[config.mk]
export PLATFORM = sky130hd
export DESIGN_NAME = pipe_reg_chain
export DESIGN_NICKNAME = d
export VERILOG_FILES = /design/src/rtl/pipe_reg_chain.sv
export SDC_FILE = /design/constraint.sdc
export NUM_CORES = 1
export LEC_CHECK = 0
export ABC_AREA = 1
export ABC_CLOCK_PERIOD_IN_PS = 1000
export BUFFER_PORTS_ARGS = -buffer_cell sky130_fd_sc_hd__buf_2
export CAP_MARGIN = 10
export CORE_ASPECT_RATIO = 1.1
export CORE_MARGIN = 10
export CORE_UTILIZATION = 45
export CTS_CLUSTER_DIAMETER = 100
export DETAILED_ROUTE_END_ITERATION = 10
export PLACE_DENSITY = 0.77
export SYNTH_ARGS = -nofsm -noshare
export SYNTH_HDL_FRONTEND = slang
export SYNTH_SLANG_ARGS = --single-unit
[constraint.sdc]
create_clock -name clk -period 1 [get_ports clk]
set_input_delay 0.15 -clock clk [delete_from_list [all_inputs] [get_ports clk]]
set_output_delay 0.15 -clock clk [all_outputs]
set_load 0.02 [all_outputs]
[src/rtl/pipe_reg_chain.sv]
// Multi-stage pipeline register chain with per-stage hold, flush (bubble insert) and valid tracking.
// Optional stall/bubble statistics counters are enabled by defining PIPE_REG_CHAIN_STATS_EN.
module pipe_reg_chain #(
  parameter int unsigned      WIDTH        = 32,
  parameter int unsigned      DEPTH        = 4,
  parameter logic [WIDTH-1:0] BUBBLE_VALUE = '0
) (
  input  logic                   clk,
  input  logic                   rst,
  input  logic [WIDTH-1:0]       in_data,
  input  logic                   in_valid,
  input  logic [DEPTH-1:0]       hold,
  input  logic [DEPTH-1:0]       flush,
  output logic                   in_ready,
  output logic [DEPTH*WIDTH-1:0] stage_data,
  output logic [DEPTH-1:0]       stage_valid,
  output logic [WIDTH-1:0]       out_data,
  output logic                   out_valid,
  output logic [31:0]            bubble_cnt,
  output logic [31:0]            hold_cnt
);

  logic [DEPTH-1:0][WIDTH-1:0] data_q, data_d, prev_data;
  logic [DEPTH-1:0]            valid_q, valid_d, prev_valid;
  logic [DEPTH-1:0]            eh;

  // A stage is effectively held if it or any downstream stage is held. Flush is
  // deliberately excluded so a bubble never releases the stall behind it.
  always_comb begin
    eh = '0;
    for (int unsigned i = 0; i < DEPTH; i++) begin
      eh[i] = |(hold >> i);
    end
  end

  always_comb begin
    prev_data     = '0;
    prev_valid    = '0;
    prev_data[0]  = in_data;
    prev_valid[0] = in_valid;
    for (int unsigned i = 1; i < DEPTH; i++) begin
      prev_data[i]  = data_q[i-1];
      prev_valid[i] = valid_q[i-1];
    end
  end

  always_comb begin
    data_d  = data_q;
    valid_d = valid_q;
    for (int unsigned i = 0; i < DEPTH; i++) begin
      if (flush[i]) begin
        data_d[i]  = BUBBLE_VALUE;
        valid_d[i] = 1'b0;
      end else if (!eh[i]) begin
        data_d[i]  = prev_data[i];
        valid_d[i] = prev_valid[i];
      end
    end
  end

  always_ff @(posedge clk) begin
    if (rst) begin
      data_q  <= {DEPTH{BUBBLE_VALUE}};
      valid_q <= '0;
    end else begin
      data_q  <= data_d;
      valid_q <= valid_d;
    end
  end

  assign in_ready    = ~eh[0];
  assign stage_data  = data_q;
  assign stage_valid = valid_q;
  assign out_data    = data_q[DEPTH-1];
  assign out_valid   = valid_q[DEPTH-1];

`ifdef PIPE_REG_CHAIN_STATS_EN
  logic [31:0] bubble_cnt_q, bubble_cnt_d;
  logic [31:0] hold_cnt_q, hold_cnt_d;

  // Both counters saturate rather than wrap.
  always_comb begin
    bubble_cnt_d = bubble_cnt_q;
    hold_cnt_d   = hold_cnt_q;
    if (!eh[DEPTH-1] && !valid_q[DEPTH-1] && (bubble_cnt_q != 32'hFFFF_FFFF)) begin
      bubble_cnt_d = bubble_cnt_q + 32'd1;
    end
    if (eh[0] && (hold_cnt_q != 32'hFFFF_FFFF)) begin
      hold_cnt_d = hold_cnt_q + 32'd1;
    end
  end

  always_ff @(posedge clk) begin
    if (rst) begin
      bubble_cnt_q <= '0;
      hold_cnt_q   <= '0;
    end else begin
      bubble_cnt_q <= bubble_cnt_d;
      hold_cnt_q   <= hold_cnt_d;
    end
  end

  assign bubble_cnt = bubble_cnt_q;
  assign hold_cnt   = hold_cnt_q;
`else
  assign bubble_cnt = '0;
  assign hold_cnt   = '0;
`endif

endmodule

==> results of run 1 <==
-- power by group --
part	total, W	leakage [nW]	switching, W	internal, W
clock network	0.00636	0.277	0.00238	0.00397
logic	0.00173	3.02	0.00107	0.000662
registers	0.00541	1.14	0.0000885	0.00532
-- state kept, by name, summed over array words and instances, names as in the netlist --
name / flops
out_data: 32
stage_data: 96
stage_valid: 4
-- kinds of logic (layout without fill, tap and decap cells) --
family,Yosys count,in the layout
AND/OR/NAND/NOR,337,337
other,1,65
flip-flops,132,132
buffers and inverters,221,451
AO/OA/AOI/OAI,132,132
-- cells in the final DEF, fill, tap and decap left out --
cell type / n
o21ai_0: 30
nand3_2: 1
or2_2: 1
inv_2: 1
nand3_1: 65
clkbuf_8: 1
nand2_1: 132
o21ai_1: 3
clkinv_2: 3
a21oi_1: 96
nor3_4: 1
buf_4: 133
inv_6: 1
bufinv_16: 3
clkbuf_16: 17
clkinv_4: 1
buf_12: 14
conb_1: 64
nor2_2: 3
clkinvlp_4: 6
nor2_8: 1
diode_2: 1
buf_6: 163
clkbuf_1: 1
nor2_1: 132
dfxtp_2: 111
nor2_4: 1
buf_2: 40
inv_1: 67
dfxtp_4: 21
a21oi_2: 3
-- timing repair --
item,CTS,global route
buffers inserted,102,20
pin swaps,2,2
hold buffers,0,0
gates resized for setup,455,33
setup endpoints to repair,166,166
endpoints found under the hold margin,0,0
-- layout make-up --
class	instances	area (um2)	share of cell area, %
clock buffers	19	443	4.64
repair buffers	350	3310	34.7
multi-input cells	533	2310	24.2
well taps	161	201	2.11
diodes	1	2.50	0.0262
flip-flops and latches	132	2860	29.9
clock inverters	13	159	1.66
inverters	69	264	2.76
-- how the worst min path moves through the flow --
| stage | depth (start not counted) | endpoint | startpoint |
|---|---|---|---|
| 6_report | 5 | stage_data[12] | in_data[12] |
| 5_1_grt | 5 | stage_data[5] | in_data[5] |
| 4_1_cts | 5 | stage_data[22] | in_data[22] |
| 3_5_place_dp | 2 | stage_valid[3] | stage_valid[3] |
| 3_3_place_gp | 2 | stage_valid[3] | stage_valid[3] |
| 2_1_floorplan | 1 | in_ready | hold[1] |
-- layer usage --
metal	vias up	share of wire [%]	wire, um	track usage, %
met5	-	0	0	0
met4	0	6.1	1380	15.2
met3	81	7.5	1710	6.04
met2	365	48	11000	37.4
met1	2926	38	8720	25.7
li1	2990	-	-	-
-- per-stage QoR --
step	setup WS, ns	instance area (um2)	power, W
2_1_floorplan	0.00794	6310	0.00672
3_3_place_gp	-0.128	6770	0.00688
3_5_place_dp	-0.141	6770	0.00690
4_1_cts	-0.0679	9290	0.0134
5_1_grt	-0.0776	9560	0.0139
6_report	-0.0589	9560	0.0135
==> run_results.csv, run 1 <==
group,metric,value,unit
status,outcome,"finished with violations",
status,violations,"setup timing",
grt,grt_max_degree,59,
final_layout,layout-drive-gt1-share,47.1,%
critical_path,path_buf_inv,1,
final_layout,nNetsFinal,1146,
detailed_routing,post_drt_wl_per_cell,17.8,um
final_layout,area_growth,57.7,%
grt,grt_pass1_wl,33500,um
critical_path,critPathCapture,"stage_data[107]",
floorplanning,rows,44,
timing,max_freq,944,MHz
critical_path,path_cells,"buf_6",
yosys,synth_area_leader_cell,"dfxtp_1",
detailed_routing,drc_errors,0,
critical_path,ff2ff_path_depth,4,
final_layout,final_cells,1278,
placement,hpwl,12500,um
grt,overflow,0,
pwr,leakagePower,4.43,nW
pwr,powerDensity,1410,nW/um2
critical_path,r2r-end,"stage_data[76]",
cts,clock-root-buffer,"clkbuf_16",
timing,setup_ws,-0.0589,ns
floorplanning,initial_core_util,45.9,%
timing,hold_viol,0,
critical_path,reg2reg_from,"stage_data[44]",
yosys,syn_area,6060,um2
detailed_routing,postRouteAntennaNets,0,
critical_path,end_kind,"output port",
grt,grt_pass1_vias,6250,
cts,numCtsBuffers,17,
yosys,synth_edf_count,0,
timing,slew_violations,0,
floorplanning,die_y,142,um
critical_path,crit_family,"flip-flops",
detailed_routing,firstDrtPassIters,6,
pwr,ir_drop,943,uV
yosys,synth_area_per_cell,7.36,um2
cts,clock_latency,0.41,ns
cts,cts_buffer_depth,2,
flow_run,maxCapViolCount,0,
critical_path,cp_data_arrival_time,0.91,ns
floorplanning,core,13200,um2
yosys,yosys.area_share.simple,22.6,%
yosys,yosys_warnings,0,
yosys,synth_area_leaders,"dfxtp_1, buf_4, nor2_1, nand2_1, a21oi_1",
critical_path,crit_path_start_kind,"flop",
critical_path,crit_fanout,3,
critical_path,crit_required,0.85,ns
yosys,synth_top_family_by_area,"buffers and inverters",
yosys,synth_ff_type,"dfxtp_1",
cts,cts_max_level,4,
placement,routabilityCongestion,0.820,
timing,rsz0062_at_grt,"true",
yosys,synth_xor_area_share,0,%
final_layout,post-route-util,72.3,%
floorplanning,die_w,131,um
timing,setup_viol,162,
hold_path,hold_path_class,"input port to flop",
grt,grt.total_usage,22.9,%
placement,port_buffers,208,
yosys,synth_seq_cells,132,
timing,fin_crit_sh,106,%
critical_path,critPathLaunch,"out_data[11]",
cts,clk_pin_slew_worst_paths,0.06,ns
grt,antenna_found_initial,1,
detailed_routing,drtIter0Drc,583,
critical_path,max_stage_delay,0.38,ns
cts,cts.sinks,132,
critical_path,reg2reg_setup_slack,0.03,ns
critical_path,worstSetupPathType,"flop to output port",
critical_path,cpMaxStageDelayCell,"dfxtp_4",
yosys,synth_compound_area_share,11.0,%
detailed_routing,drt-vias-per-instance,4.98,
floorplanning,io_pins,273,
yosys,yosys-top-cells-count,"nor2_1, dfxtp_1, nand2_1",
yosys,yosysMostFrequentCell,"nor2_1",
timing,fin_skew,0.0105,ns
timing,setup-tns-final,-4.51,ns
yosys,async_flop_share,0,%
yosys,seq_area_frac_synth,43.6,%
placement,dp.cells,1123,
detailed_routing,drt-total-wl,22800,um
timing,holdWs,0.0450,ns
cts,cts_tree,"yes",
timing,min_period,1.06,ns
detailed_routing,num_vias,6362,
yosys,ys_types,20,
final_layout,n_fill_cell,886,
floorplanning,die_area,18500,um2
yosys,synthAdderAreaFrac,0,%
yosys,synthMuxAreaShare,0,%
yosys,yosysTopAreaCellShare,43.6,%
yosys,syn_inst,823,
critical_path,critical_path_depth,1,
No activity file was read; power rests on OpenSTA's default activity.
==> run 2, diff against run 1 <==
Settings changed: PLACE_DENSITY 0.77 to 0.78.
==> run 2 against run 1 <==
The run still ends with setup timing left; setup slack worse by 0.0078 ns; via count is 0.66% lower; total power is 0.28% lower; routed wire length is 2.3% lower; combinational power hardly changed; die area stayed put; worst hold slack better by 0.0038 ns; first-iteration DRC count is 20% higher; global-route usage is 0.95 points lower; critical path type unchanged; critical endpoint is now stage_data[54]; largest cell class unchanged.
==> run_results.csv, run 2 (synthesis results as in run 1) <==
group,metric,value,unit
status,outcome,"finished with violations",
status,violations,"setup timing",
cts,numCtsBuffers,17,
cts,cts_buffer_depth,2,
critical_path,path_buf_inv,1,
detailed_routing,drtIter0Drc,697,
critical_path,ff2ff_path_depth,4,
grt,grt_pass1_wl,32500,um
detailed_routing,firstDrtPassIters,6,
detailed_routing,drc_errors,0,
pwr,ir_drop,1190,uV
grt,antenna_found_initial,1,
detailed_routing,num_vias,6320,
cts,clock_latency,0.42,ns
final_layout,layout-drive-gt1-share,46.1,%
critical_path,crit_required,0.85,ns
grt,grt_max_degree,63,
critical_path,reg2reg_from,"stage_data[87]",
hold_path,worstHoldStart,"in_data[4]",
detailed_routing,drt-vias-per-instance,4.99,
critical_path,critPathLaunch,"stage_data[54]",
placement,hpwl,12500,um
timing,fin_skew,0.00732,ns
floorplanning,io_pins,273,
pwr,leakagePower,4.38,nW
final_layout,final_common_cell,"buf_6",
cts,cts_tree,"yes",
floorplanning,core,13200,um2
timing,setup-tns-final,-4.98,ns
placement,placed_area,6790,um2
placement,pre_cts_slack,-0.122,ns
floorplanning,die_y,142,um
floorplanning,die_w,131,um
hold_path,hold_path_class,"input port to flop",
timing,max_freq,937,MHz
timing,setup_viol,166,
final_layout,largest_register_ffs,96,
cts,cts.sinks,132,
final_layout,area_growth,55.4,%
cts,cts_max_level,4,
critical_path,crit_family,"flip-flops",
detailed_routing,postRouteAntennaNets,0,
cts,clk_pin_slew_worst_paths,0.06,ns
grt,overflow,0,
critical_path,max_stage_delay,0.37,ns
critical_path,reg2reg_setup_slack,0,ns
detailed_routing,drt-total-wl,22300,um
timing,hold_viol,0,
critical_path,crit_path_start_kind,"flop",
hold_path,min_to,"stage_data[4]",
critical_path,end_kind,"output port",
critical_path,r2r-end,"stage_data[87]",
hold_path,min_path_cells,5,
flow_run,maxCapViolCount,0,
timing,min_period,1.07,ns
cts,clock-root-buffer,"clkbuf_16",
placement,port_buffers,208,
timing,slew_violations,0,
final_layout,layout_common_cells,"buf_6, nand2_1, nor2_1",
timing,setup_ws,-0.0667,ns
placement,routabilityCongestion,0.782,
floorplanning,die_area,18500,um2
pwr,powerDensity,1430,nW/um2
floorplanning,initial_core_util,45.9,%
critical_path,cp_data_arrival_time,0.92,ns
detailed_routing,post_drt_wl_per_cell,17.6,um
final_layout,nNetsFinal,1137,
timing,fin_crit_sh,107,%
grt,grt.total_usage,22.0,%
final_layout,stdcell_area,9410,um2
critical_path,worstSetupPathType,"flop to output port",
critical_path,cpMaxStageDelayCell,"dfxtp_2",
floorplanning,rows,44,
pwr,total_power,0.0135,W
critical_path,crit_fanout,2,
timing,rsz0062_at_grt,"true",
grt,grt_pass1_vias,6101,
critical_path,path_cells,"buf_6",
## run 2: cell types whose count changed in the layout (fill, tap and decap cells not counted), moves of 2 or more
cell / delta
dfxtp_4: -5
clkbuf_1: +4
clkbuf_8: +3
clkinv_2: -2
dfxtp_2: +5
buf_2: +3
buf_6: -6
clkinvlp_4: -6
buf_4: -5
## run 2: worst max path at each step
stage,slack (ns),depth (start not counted),endpoint
final,-0.07,1,stage_data[54]
after global routing,-0.08,1,stage_data[103]
after CTS,-0.07,1,stage_data[34]
after detailed placement,-0.12,6,stage_data[2]
after global placement,-0.11,6,stage_data[53]
after floorplan,0.008,5,in_ready
## run 2: timing repair
action / CTS / global route
pin swaps: 1 / 0
gates resized for setup: 452 / 20
hold buffers: 0 / 0
setup buffers: 100 / 9
endpoints found under the setup margin: 166 / 165
## run 2: routing by layer
metal  track usage (%)  wire (um)  vias up
li1                  -          -     2963
met5                 0          0        -
met3              4.25       1500       73
met2              36.5      10900      343
met1              25.4       8690     2941
met4              13.5       1180        0
## run 2: final cells by class
class	count	area, um2
Antenna cell	1	2.50
Clock inverter	4	95.1
Tap cell	161	201
Fill cell	891	3800
Clock buffer	26	499
Inverter	69	262
Sequential cell	132	2850
Timing Repair Buffer	341	3200
Multi-Input combinational cell	533	2300
## run 2: metrics by stage
step	std cells	utilization, %	hold WS [ns]
floorplan	886	-	0.335
global placement	1127	51.4	0.449
detailed placement	1127	51.4	0.464
CTS	1257	70.2	0.0378
global route	1267	71.3	0.0826
finish	1267	71.3	0.0489
## run 2: where the power goes
part	total (W)	leakage, nW	switching, W	internal [W]
logic	0.00171	2.95	0.00106	0.000648
clock network	0.00633	0.290	0.00217	0.00416
registers	0.00543	1.14	0.0000881	0.00534
total	0.0135	4.38	0.00332	0.0101
==> run 3, diff against run 2 <==
==> constraint.sdc (replaced) <==
create_clock -name clk -period 1 [get_ports clk]
set_input_delay 0.2 -clock clk [delete_from_list [all_inputs] [get_ports clk]]
set_output_delay 0.2 -clock clk [all_outputs]
set_load 0.02 [all_outputs]
==> run 3 against run 2 <==
The flow still finishes with violations (setup timing); largest cell class unchanged; sequential power about the same; utilization up 1.3 points; critical path type unchanged; combinational power up 3%; design area up 1.8%; die area unchanged; critical endpoint is now stage_data[122]; first-iteration DRC count down 29%; clock skew up 0.00099 ns.
==> run_results.csv, run 3 (synthesis results as in run 1) <==
group,metric,value,unit
timing,setup-tns-final,-15.11,ns
detailed_routing,drt-total-wl,23300,um
final_layout,area_growth,58.2,%
hold_path,hold_path_class,"input port to flop",
detailed_routing,postRouteAntennaNets,0,
pwr,powerDensity,1410,nW/um2
critical_path,end_kind,"output port",
status,violations,"setup timing",
timing,max_freq,881,MHz
floorplanning,rows,44,
placement,dp.cells,1133,
pwr,ir_drop,1040,uV
final_layout,nNetsFinal,1154,
timing,slew_violations,0,
floorplanning,core,13200,um2
cts,cts_max_level,4,
detailed_routing,drc_errors,0,
final_layout,final_common_cell,"buf_6",
timing,min_period,1.14,ns
cts,clk_pin_slew_worst_paths,0.06,ns
detailed_routing,num_vias,6464,
grt,grt_pass1_vias,6278,
final_layout,n_fill_cell,913,
pwr,leakagePower,4.48,nW
floorplanning,io_pins,273,
placement,port_buffers,208,
timing,fin_crit_sh,114,%
floorplanning,die_y,142,um
critical_path,cp_data_arrival_time,0.94,ns
final_layout,largest_register_ffs,96,
final_layout,multi_input_area,2300,um2
critical_path,crit_family,"flip-flops",
timing,setup_viol,165,
critical_path,crit_path_start_kind,"flop",
cts,clock-root-buffer,"clkbuf_16",
pwr,total_power,0.0135,W
grt,grt_max_degree,66,
cts,cts_buffer_depth,2,
critical_path,max_stage_delay,0.36,ns
timing,rsz0062_at_grt,"true",
cts,cts_tree,"yes",
status,outcome,"finished with violations",
cts,clock_latency,0.42,ns
hold_path,worstHoldStart,"in_data[12]",
placement,pre_cts_slack,-0.162,ns
detailed_routing,drt-vias-per-instance,5.03,
detailed_routing,post_drt_wl_per_cell,18.1,um
floorplanning,die_area,18500,um2
timing,setup_ws,-0.135,ns
final_layout,regArea,2850,um2
flow_run,maxCapViolCount,0,
critical_path,reg2reg_from,"stage_data[82]",
timing,holdWs,0.0803,ns
timing,hold_viol,0,
grt,overflow,0,
detailed_routing,drtIter0Drc,495,
grt,grt_pass1_wl,33800,um
cts,cts.sinks,132,
final_layout,final_cells,1286,
critical_path,crit_required,0.80,ns
placement,hpwl,12800,um
cts,hold_buffers,0,
timing,fin_skew,0.00831,ns
grt,grt.total_usage,23.3,%
cts,numCtsBuffers,17,
critical_path,critPathLaunch,"out_data[26]",
critical_path,crit_fanout,3,
floorplanning,initial_core_util,45.9,%
floorplanning,die_w,131,um
critical_path,path_cells,"buf_4",
detailed_routing,firstDrtPassIters,8,
final_layout,layout-drive-gt1-share,47.3,%
critical_path,path_buf_inv,1,
grt,antenna_found_initial,1,
critical_path,cpMaxStageDelayCell,"dfxtp_2",
final_layout,layout_common_cells,"buf_6, buf_4, nand2_1, nor2_1, dfxtp_2",
placement,routabilityCongestion,0.805,
critical_path,worstSetupPathType,"flop to output port",
## run 3: cell count changes in the layout (fill, tap and decap cells not counted), moves of 3 or more
cell / change
clkinvlp_4: +3
buf_2: -3
buf_6: +3
clkbuf_1: -4
buf_4: +16
clkinv_4: +4
## run 3: area by class of cell
class	count	share of cell area (%)
Antenna cell	1	0.0261
Multi-Input combinational cell	533	24.0
Tap cell	161	2.10
Inverter	69	2.76
Timing Repair Buffer	358	35.1
Clock inverter	11	1.33
Clock buffer	21	4.91
Sequential cell	132	29.7
## run 3: timing repair
action	4_1_cts	5_1_grt
gates resized for setup	456	22
setup buffers	102	18
cloned	0	0
pin swaps	2	0
setup endpoints to repair	166	166
## run 3: path summary, 6_finish.rpt
| path | slack, ns | endpoint | cells after the start |
|---|---|---|---|
| max | -0.14 | stage_data[122] | 1 |
| min | 0.08 | stage_data[12] | 5 |
| max reg2reg | 0.03 | stage_data[82] | 4 |
| min reg2reg | 0.48 | out_data[1] | 2 |
## run 3: power by group
| group | leakage, nW | switching [W] | internal (W) |
|---|---|---|---|
| registers | 1.14 | 0.0000874 | 0.00533 |
| logic | 3.05 | 0.00108 | 0.000682 |
| clock network | 0.285 | 0.00244 | 0.00387 |
## run 3: stage by stage
stage	utilization, %	area (um2)
2_1_floorplan	-	6320
3_3_place_gp	51.8	6850
3_5_place_dp	51.8	6850
4_1_cts	71.0	9380
5_1_grt	72.5	9580
6_report	72.5	9580
## run 3: per-layer routing
layer	GRT usage, %	wire, um	up-vias	share of wire [%]
li1	-	-	3007	-
met5	0	0	-	0
met4	14.7	1560	0	6.7
met1	25.2	8640	2977	37
met3	6.19	1750	97	7.5
met2	39.1	11300	383	49
